## src/rtl/mem_arb_pkg.sv

```systemverilog
// Shared encodings for the unified-memory arbiter: FSM states, memop codes
// and address-source select values.
package mem_arb_pkg;

    localparam logic [1:0] ST_IDLE   = 2'd0;
    localparam logic [1:0] ST_IF_ACC = 2'd1;
    localparam logic [1:0] ST_D_ACC  = 2'd2;
    localparam logic [1:0] ST_RESP   = 2'd3;

    localparam logic [2:0] MEMOP_B  = 3'b001;
    localparam logic [2:0] MEMOP_H  = 3'b010;
    localparam logic [2:0] MEMOP_W  = 3'b011;
    localparam logic [2:0] MEMOP_BU = 3'b100;
    localparam logic [2:0] MEMOP_HU = 3'b101;

    localparam logic ADDRSRC_INSTR = 1'b0;
    localparam logic ADDRSRC_DATA  = 1'b1;

    localparam int unsigned STARVE_W = 4;

endpackage

```

## src/rtl/mem_arb_grant.sv

```systemverilog
// Grant select for fetch vs data, with starvation counting (default) or
// round-robin fairness when MEM_ARB_RR_EN is defined.
module mem_arb_grant
    import mem_arb_pkg::*;
#(
    parameter int unsigned MAX_DATA_BURST = 4
) (
    input  logic clk,
    input  logic reset,
    input  logic arb_en,
    input  logic if_req,
    input  logic d_req,
    output logic grant_if,
    output logic grant_d
);

`ifdef MEM_ARB_RR_EN
    // last_d_q = 1 means data won the most recent grant; fetch is the reset winner.
    logic last_d_q, last_d_d;

    always_comb begin
        grant_if = arb_en && if_req && (!d_req || last_d_q);
        grant_d  = arb_en && d_req && !grant_if;
        last_d_d = last_d_q;
        if (grant_if) begin
            last_d_d = 1'b0;
        end else if (grant_d) begin
            last_d_d = 1'b1;
        end
    end

    always_ff @(posedge clk or posedge reset) begin
        if (reset) begin
            last_d_q <= 1'b0;
        end else begin
            last_d_q <= last_d_d;
        end
    end
`else
    localparam logic [STARVE_W-1:0] STARVE_MAX = STARVE_W'(MAX_DATA_BURST);

    logic [STARVE_W-1:0] starve_cnt_q, starve_cnt_d;
    logic                starve_hit;

    always_comb begin
        starve_hit   = (starve_cnt_q == STARVE_MAX);
        grant_if     = arb_en && if_req && (!d_req || starve_hit);
        grant_d      = arb_en && d_req && !grant_if;
        starve_cnt_d = starve_cnt_q;
        // A data grant reaching the else-branch implies if_req is pending.
        if (grant_if || (arb_en && !if_req)) begin
            starve_cnt_d = '0;
        end else if (grant_d && !starve_hit) begin
            starve_cnt_d = starve_cnt_q + 1'b1;
        end
    end

    always_ff @(posedge clk or posedge reset) begin
        if (reset) begin
            starve_cnt_q <= '0;
        end else begin
            starve_cnt_q <= starve_cnt_d;
        end
    end
`endif

endmodule

```

## src/rtl/mem_arbiter.sv

```systemverilog
// Single-port memory arbiter between instruction fetch and load/store ports.
// Build option MEM_ARB_RR_EN selects round-robin instead of data priority.
module mem_arbiter
    import mem_arb_pkg::*;
#(
    parameter int unsigned ADDR_W         = 32,
    parameter int unsigned DATA_W         = 32,
    parameter int unsigned MAX_DATA_BURST = 4
) (
    input  logic              clk,
    input  logic              reset,
    input  logic              if_req,
    input  logic [ADDR_W-1:0] if_addr,
    output logic              if_ready,
    output logic [DATA_W-1:0] if_rdata,
    input  logic              d_req,
    input  logic              d_we,
    input  logic [2:0]        d_memop,
    input  logic [ADDR_W-1:0] d_addr,
    input  logic [DATA_W-1:0] d_wdata,
    output logic              d_ready,
    output logic [DATA_W-1:0] d_rdata,
    output logic              mem_we,
    output logic              mem_addrsrc,
    output logic [2:0]        mem_memop,
    output logic [ADDR_W-1:0] mem_addr,
    output logic [DATA_W-1:0] mem_wd,
    input  logic [DATA_W-1:0] mem_rd
);

    logic [1:0]        state_q, state_d;
    logic [ADDR_W-1:0] addr_q, addr_d;
    logic [2:0]        memop_q, memop_d;
    logic              we_q, we_d;
    logic [DATA_W-1:0] wdata_q, wdata_d;
    logic              if_ready_q, if_ready_d;
    logic              d_ready_q, d_ready_d;
    logic [DATA_W-1:0] if_rdata_q, if_rdata_d;
    logic [DATA_W-1:0] d_rdata_q, d_rdata_d;
    logic              grant_if, grant_d;

    mem_arb_grant #(
        .MAX_DATA_BURST(MAX_DATA_BURST)
    ) u_grant (
        .clk     (clk),
        .reset   (reset),
        .arb_en  (state_q == ST_IDLE),
        .if_req  (if_req),
        .d_req   (d_req),
        .grant_if(grant_if),
        .grant_d (grant_d)
    );

    always_comb begin
        state_d    = state_q;
        addr_d     = addr_q;
        memop_d    = memop_q;
        we_d       = we_q;
        wdata_d    = wdata_q;
        if_ready_d = 1'b0;
        d_ready_d  = 1'b0;
        if_rdata_d = if_rdata_q;
        d_rdata_d  = d_rdata_q;
        case (state_q)
            ST_IDLE: begin
                if (grant_d) begin
                    addr_d  = d_addr;
                    memop_d = d_memop;
                    we_d    = d_we;
                    wdata_d = d_wdata;
                    state_d = ST_D_ACC;
                end else if (grant_if) begin
                    addr_d  = if_addr;
                    memop_d = MEMOP_W;
                    we_d    = 1'b0;
                    wdata_d = '0;
                    state_d = ST_IF_ACC;
                end
            end
            ST_IF_ACC: begin
                if_rdata_d = mem_rd;
                if_ready_d = 1'b1;
                state_d    = ST_RESP;
            end
            ST_D_ACC: begin
                if (!we_q) begin
                    d_rdata_d = mem_rd;
                end
                d_ready_d = 1'b1;
                state_d   = ST_RESP;
            end
            default: state_d = ST_IDLE;
        endcase
    end

    // Memory drive decodes from registered state only, so reset drops mem_we at once.
    always_comb begin
        mem_we      = 1'b0;
        mem_addrsrc = ADDRSRC_INSTR;
        mem_memop   = '0;
        mem_addr    = '0;
        mem_wd      = '0;
        case (state_q)
            ST_IF_ACC: begin
                mem_addr  = addr_q;
                mem_memop = MEMOP_W;
            end
            ST_D_ACC: begin
                mem_addr    = addr_q;
                mem_memop   = memop_q;
                mem_wd      = wdata_q;
                mem_addrsrc = ADDRSRC_DATA;
                mem_we      = we_q;
            end
            default: ;
        endcase
    end

    always_ff @(posedge clk or posedge reset) begin
        if (reset) begin
            state_q    <= ST_IDLE;
            addr_q     <= '0;
            memop_q    <= '0;
            we_q       <= 1'b0;
            wdata_q    <= '0;
            if_ready_q <= 1'b0;
            d_ready_q  <= 1'b0;
            if_rdata_q <= '0;
            d_rdata_q  <= '0;
        end else begin
            state_q    <= state_d;
            addr_q     <= addr_d;
            memop_q    <= memop_d;
            we_q       <= we_d;
            wdata_q    <= wdata_d;
            if_ready_q <= if_ready_d;
            d_ready_q  <= d_ready_d;
            if_rdata_q <= if_rdata_d;
            d_rdata_q  <= d_rdata_d;
        end
    end

    assign if_ready = if_ready_q;
    assign d_ready  = d_ready_q;
    assign if_rdata = if_rdata_q;
    assign d_rdata  = d_rdata_q;

endmodule

```

## config.mk

```make
export PLATFORM = sky130hd
export DESIGN_NAME = mem_arbiter
export DESIGN_NICKNAME = d
export VERILOG_FILES = /design/src/rtl/mem_arb_pkg.sv /design/src/rtl/mem_arb_grant.sv /design/src/rtl/mem_arbiter.sv
export SDC_FILE = /design/constraint.sdc
export NUM_CORES = 1
export LEC_CHECK = 0
export CELL_PAD_IN_SITES_DETAIL_PLACEMENT = 0
export CELL_PAD_IN_SITES_GLOBAL_PLACEMENT = 1
export CORE_MARGIN = 2
export CORE_UTILIZATION = 30
export CTS_BUF_LIST = sky130_fd_sc_hd__clkbuf_4
export DETAILED_ROUTE_END_ITERATION = 10
export HOLD_SLACK_MARGIN = 0.15
export PLACE_DENSITY = 0.75
export SLEW_MARGIN = 20
export SYNTH_ARGS = -nofsm -noshare
export SYNTH_HDL_FRONTEND = slang
export SYNTH_SLANG_ARGS = --single-unit
```

## constraint.sdc

```tcl
create_clock -name clk -period 12.5 [get_ports clk]
set_input_delay 2.5 -clock clk [delete_from_list [all_inputs] [get_ports clk]]
set_output_delay 2.5 -clock clk [all_outputs]
set_load 0.05 [all_outputs]
```

== Word level (Yosys, flattened, before mapping) ==
Cells that the tools add are included.

* Eq/ne operators: 4
* Reduce and logical (&&, ||, !) cells: 18
* Bitwise gates (word level): 1
* $add $sub $neg: 1
* Mux-type cells: 19

{| class="wikitable"
|+ Operators with widths
! cell !! number
|-
| $mux W32 || 6
|-
| $mux W4 || 2
|-
| $logic_and A1 B1 Y1 || 6
|-
| $mux W3 || 2
|-
| $pmux W3 S2 || 1
|-
| $mux W1 || 5
|-
| $add A4 B1 Y4 const B || 1
|-
| $eq A4 B3 Y1 const B || 1
|-
| $logic_not A1 Y1 || 4
|-
| $mux W2 || 2
|-
| $pmux W2 S2 || 1
|-
| $reduce_and A2 Y1 || 2
|-
| $reduce_bool A2 Y1 || 2
|-
| $ne A3 B3 Y1 const B || 1
|-
| $eq A2 B1 Y1 const B || 1
|-
| $eq A2 B2 Y1 const B || 1
|-
| $logic_not A2 Y1 || 1
|-
| $logic_or A1 B1 Y1 || 2
|-
| $reduce_or A2 Y1 || 1
|-
| $not A1 Y1 || 1
|}

* Output and inout port bits: 135
* Word-level logic and storage cells: 53
* Flip-flop bits (word level): 140
* Input bits: 136

== Longest topological paths before layout ==
* Word-level depth: 8
* Gate-level depth with buffers: 8
* Depth with buffers taken out: 5

== Hierarchy ==
From an unflattened synthesis, not the netlist that was laid out.

* Cells, all modules: 508
* Area, all modules: 6332.3 um^2

{| class="wikitable"
|+ Modules (own cells, without submodules)
! module !! area each (um^2) !! seq. area each (um^2) !! times used !! cells an instance
|-
| mem_arbiter || 6052.1 || 3403.3 || 1 || 478
|-
| mem_arb_grant || 280.3 || 100.1 || 1 || 30
|}

== Least setup slack after synthesis ==
No wires, ideal clock.

* Path type: reg2out
* From: reg state_q[0]
* To: out mem_memop[0]
* Data arrival time: 2012 ps
* Cell stages (with the launch flop): 6
* Setup slack: 7988 ps
* Required time: 10000 ps
* Buffers on the path: 1
* Path through: dfrtp_1 > inv_1 > ha_1 > buf_2 > a21oi_1 > nor2b_1

* Word-level cells in the longest chain between the ends: 2
* Elaborated cells on any way between the ends: 3
* Classes of those cells: 2 x eq/ne; 1 x mux

{| class="wikitable"
|+ Ends and longest elaborated chain
! what !! RTL line !! RTL
|-
| start: declaration || mem_arbiter.sv:31 || <nowiki>logic [1:0] state_q, state_d;</nowiki>
|-
| start signal: assignment || mem_arbiter.sv:131 || <nowiki>state_q <= state_d;</nowiki>
|-
| $eq A2 B2 Y1 / $eq A2 B1 Y1 (equally long branches) || mem_arbiter.sv:103 || <nowiki>case (state_q)</nowiki>
|-
| $pmux W3 S2 (*) || mem_arbiter.sv:103 ||
|-
| end: declaration || mem_arbiter.sv:25 || <nowiki>output logic [2:0] mem_memop,</nowiki>
|}

Mark *: on every way between the ends. The rest lies on a longest branch, timed or not.

== Final worst setup path ==
* From: reg state_q[1]
* To: out mem_memop[1]

Same word-level chain as after synthesis.

==> impl_table.tex <==
\begin{tabular}{lr}
\hline
Metric & Value \\
\hline
\multicolumn{2}{l}{\textbf{Global route}} \\
\quad Final global-route overflow total & 0 \\
\quad First-pass GRT wire length & around 30 mm \\
\quad Antenna violations before repair & 0 \\
\quad Total track usage & 0.1735 \\
\quad Largest net degree at the start of global routing & 74 \\
\quad Number of global-route vias before repair & around 5400 \\
\multicolumn{2}{l}{\textbf{Timing}} \\
\quad Worst Skew & between 0.03 and 0.04 ns \\
\quad Tightest hold margin & 0.5117 ns \\
\quad Setup violation total in the final timing report & 0 \\
\quad Endpoints failing hold & 0 \\
\quad Post-route clock period utilization & 0.4376 \\
\quad Transition at the pin with the smallest max-transition slack & between 1 and 1.5 ns \\
\quad Unrepaired setup endpoints after global routing & false \\
\quad Clock period minus worst slack & roughly 5.5 ns \\
\quad Final Max Slew Viols & 0 \\
\quad Max Clock Freq & 182.8 MHz \\
\quad Worst-case headroom to the max-slew limit & 0.2885 \\
\quad Total negative slack for setup checks & 0 ns \\
\multicolumn{2}{l}{\textbf{Finish}} \\
\quad Total Nets Final & roughly 920 \\
\quad Number of filler cells placed in the layout & about 1900 \\
\quad Growth of design area from synthesis to finish & 50.03\% \\
\quad Area of all placed cells without fillers & about 9400 sq um \\
\quad Layout cell share with drive strength beyond 1 & 0.1423 \\
\quad Non-filler cells in the finished layout & 1057 \\
\quad Diode count & 0 \\
\multicolumn{2}{l}{\textbf{Clock tree}} \\
\quad Post-CTS repair timing setup buffer count & 0 \\
\quad Post-cts gate resize count & 0 \\
\quad Clock tree root driver cell & sky130\_fd\_sc\_hd\_\_clkbuf\_4 \\
\quad CTS tree & done \\
\quad Hold buffer count at CTS & 0 \\
\quad CTS Buffer Depth & 2 \\
\quad CTS H-tree lvls & 4 \\
\quad Clock sink total & between 100 and 150 \\
\quad Insertion delay of the later-clocked pin in the worst-skew pair & approximately 0.54 ns \\
\quad Clock transition at path regs & $\sim$0.14 ns \\
\quad Clock buffer count from CTS & 17 \\
\multicolumn{2}{l}{\textbf{Floorplanning}} \\
\quad Y dimension of the die & 148.8 um \\
\quad Total die area & around 22000 sq um \\
\quad Chip Width & $\sim$150 um \\
\quad Starting density of the core & 0.3078 \\
\quad Core Area & 20430 sq um \\
\quad Number of I/O pins & roughly 270 \\
\quad Placement Rows & 52 \\
\multicolumn{2}{l}{\textbf{Routing}} \\
\quad Number of vias in the routed layout & around 5200 \\
\quad Detail-routed net length per standard cell & approximately 18 um \\
\quad Count of TritonRoute iterations in the first routing pass & 4 \\
\quad Total length of routed met2 wires & 9.536 mm \\
\quad Amount of wire on met3 after detailed routing & between 1 and 1.5 mm \\
\quad Per-cell via count in the routed design & 4.889 \\
\quad Top metal layer carrying routed signals & met4 \\
\quad ANT nets after route & 0 \\
\quad Overall routed net length & roughly 19 mm \\
\quad Number of DRC markers in iteration 0 & about 240 \\
\quad DRC viols & 0 \\
\quad Met1 wire length & just under 8 mm \\
\multicolumn{2}{l}{\textbf{Placed design}} \\
\quad Placed cell areas & roughly 9100 sq um \\
\quad Count of placed standard cells including taps & roughly 1000 \\
\quad Total of buffers placed on input and output ports & 270 \\
\quad DP Wirelength & roughly 13 mm \\
\quad Final Wtd Congestion & 0.7920 \\
\multicolumn{2}{l}{\textbf{Setup path}} \\
\quad Crit start category & flop \\
\quad Largest driver fanout on the critical path & 35 \\
\quad Required arrival time at the worst endpoint & 10.00 ns \\
\quad WP data arrival & 2.97 ns \\
\quad Category of the most critical setup path & reg2out \\
\quad Nature of the critical path endpoint & primary output \\
\quad Worst reg2reg path depth & 5 \\
\multicolumn{2}{l}{\textbf{Synthesis}} \\
\quad Post-synthesis async set-or-reset flop share & 1.000 \\
\quad Share of the synthesized area in the top cell type & 0.5572 \\
\quad Area contributors post-synth & sky130\_fd\_sc\_hd\_\_dfrtp\_1 56\%, sky130\_fd\_sc\_hd\_\_mux2\_2 11\%, sky130\_fd\_sc\_hd\_\_and2\_1 6.5\% \\
\quad Syn nets & 671 \\
\quad Synthesized cell area & roughly 6300 sq um \\
\quad Count leader, synth & sky130\_fd\_sc\_hd\_\_dfrtp\_1 \\
\quad Ranking of synthesized cells by instance count & 140 x sky130\_fd\_sc\_hd\_\_dfrtp\_1, 65 x sky130\_fd\_sc\_hd\_\_and2\_1, 63 x sky130\_fd\_sc\_hd\_\_mux2\_2, 35 x sky130\_fd\_sc\_hd\_\_a21oi\_1 \\
\quad Number of flip-flops and latches in the synthesized netlist & between 100 and 150 \\
\quad Most used flip-flop cell after synthesis & sky130\_fd\_sc\_hd\_\_dfrtp\_1 \\
\quad Yosys top cell by area & sky130\_fd\_sc\_hd\_\_dfrtp\_1 \\
\quad Number of standard cells after synthesis & around 530 \\
\quad Synth cell types & 37 \\
\quad Post-synthesis sequential area ratio & 0.5572 \\
\quad Ys Warns & 0 \\
\quad Number of enable-type register cells in the synthesized netlist & 0 \\
\quad Post-Syn Area per Cell & between 10 and 15 sq um \\
\multicolumn{2}{l}{\textbf{Outcome}} \\
\quad Status & finished, final reports clean \\
\multicolumn{2}{l}{\textbf{Min path}} \\
\quad Type of the tightest min-delay check & reg2reg \\
\quad Worst hold path stage count & 1 \\
\multicolumn{2}{l}{\textbf{Run}} \\
\quad Maximum Capacitance Violations & 0 \\
\hline
\end{tabular}
-- metal layers --
layer	GRT usage	vias to the layer above
met5	0	-
met4	0.04952	0
met3	0.05199	25
met2	0.2944	199
met1	0.2148	2530
li1	-	2414
-- path summary, 6_finish.rpt --
check / start / to / slack, ns
min: wdata_q[13]$_DFFE_PP0P_ / wdata_q[13]$_DFFE_PP0P_ / 0.51
max: state_q[1]$_DFFE_PP0P_ / mem_memop[1] / 7.03
min reg2reg: wdata_q[13]$_DFFE_PP0P_ / wdata_q[13]$_DFFE_PP0P_ / 0.51
max in group asynchronous: reset / u_grant.starve_cnt_q[3]$_DFFE_PP0P_ / 8.69
max reg2reg: state_q[1]$_DFFE_PP0P_ / wdata_q[2]$_DFFE_PP0P_ / 9.63
min in group asynchronous: reset / addr_q[5]$_DFFE_PP0P_ / 2.39
-- kinds of logic (layout without fill, tap and decap cells) --
kind of cell / after synthesis / in the layout / synth area share
buf+inv: 54 / 313 / 0.04318
mux: 65 / 65 / 0.1162
flops: 140 / 140 / 0.5572
compound gates: 146 / 146 / 0.1634
simple gates: 116 / 116 / 0.1061
fa+ha+maj: 7 / 7 / 0.01393
-- layout by cell type, fill, tap and decap left out, types with 2 or more instances in the layout --
cell type                         instances
sky130_fd_sc_hd__buf_4                    4
sky130_fd_sc_hd__dfrtp_1                140
sky130_fd_sc_hd__nand2b_1                 3
sky130_fd_sc_hd__and2_1                  65
sky130_fd_sc_hd__inv_6                    5
sky130_fd_sc_hd__ha_1                     4
sky130_fd_sc_hd__clkinv_4                 2
sky130_fd_sc_hd__nand3_1                  3
sky130_fd_sc_hd__and4b_1                  2
sky130_fd_sc_hd__a22o_1                  34
sky130_fd_sc_hd__mux2_2                  63
sky130_fd_sc_hd__a311o_1                  3
sky130_fd_sc_hd__nor2b_1                  3
sky130_fd_sc_hd__inv_8                    4
sky130_fd_sc_hd__a41oi_1                 32
sky130_fd_sc_hd__o21ai_0                 26
sky130_fd_sc_hd__o21ai_1                  6
sky130_fd_sc_hd__inv_1                    5
sky130_fd_sc_hd__clkinv_8                 2
sky130_fd_sc_hd__nor2_1                  34
sky130_fd_sc_hd__o22a_1                   2
sky130_fd_sc_hd__ha_2                     3
sky130_fd_sc_hd__o311ai_0                 2
sky130_fd_sc_hd__a21oi_1                 35
sky130_fd_sc_hd__clkbuf_4                17
sky130_fd_sc_hd__clkdlybuf4s50_1        269
-- critical path, cell delays in order, from the launching register on --
cell,delay [ns]
sky130_fd_sc_hd__dfrtp_1,0.43
sky130_fd_sc_hd__inv_1,0.13
sky130_fd_sc_hd__ha_2,0.83
sky130_fd_sc_hd__a21oi_1,0.09
sky130_fd_sc_hd__nor2b_1,0.15
sky130_fd_sc_hd__clkdlybuf4s50_1,0.81
-- final cells by class --
cell class / count / area, sq um / area share
Sequential cell: 140 / 3503 / 0.3714
Timing Repair Buffer: 274 / 2728 / 0.2892
Multi-Input combinational cell: 334 / 2532 / 0.2685
Tap cell: 270 / 337.8 / 0.03581
Clock inverter: 15 / 172.7 / 0.01830
Clock buffer: 17 / 127.6 / 0.01353
Inverter: 7 / 31.28 / 0.003316
-- state kept, by name, summed over array words and instances, names as in the netlist --
signal and cells:
d_ready 1, addr_q 32, if_ready 1, state_q 2, wdata_q 32, memop_q 3, we_q 1, u_grant.starve_cnt_q 4
if_rdata 32, d_rdata 32
-- through the flow --
stage,worst slack [ns],util
final,7.030,0.4617
after global routing,6.819,0.4617
after CTS,6.780,0.4616
after detailed placement,7.399,0.4469
after global placement,7.515,0.4468
after floorplan,6.247,-
Power is not shown: default switching activity piles up to over one toggle a cycle in this logic, so the estimate is an artifact.
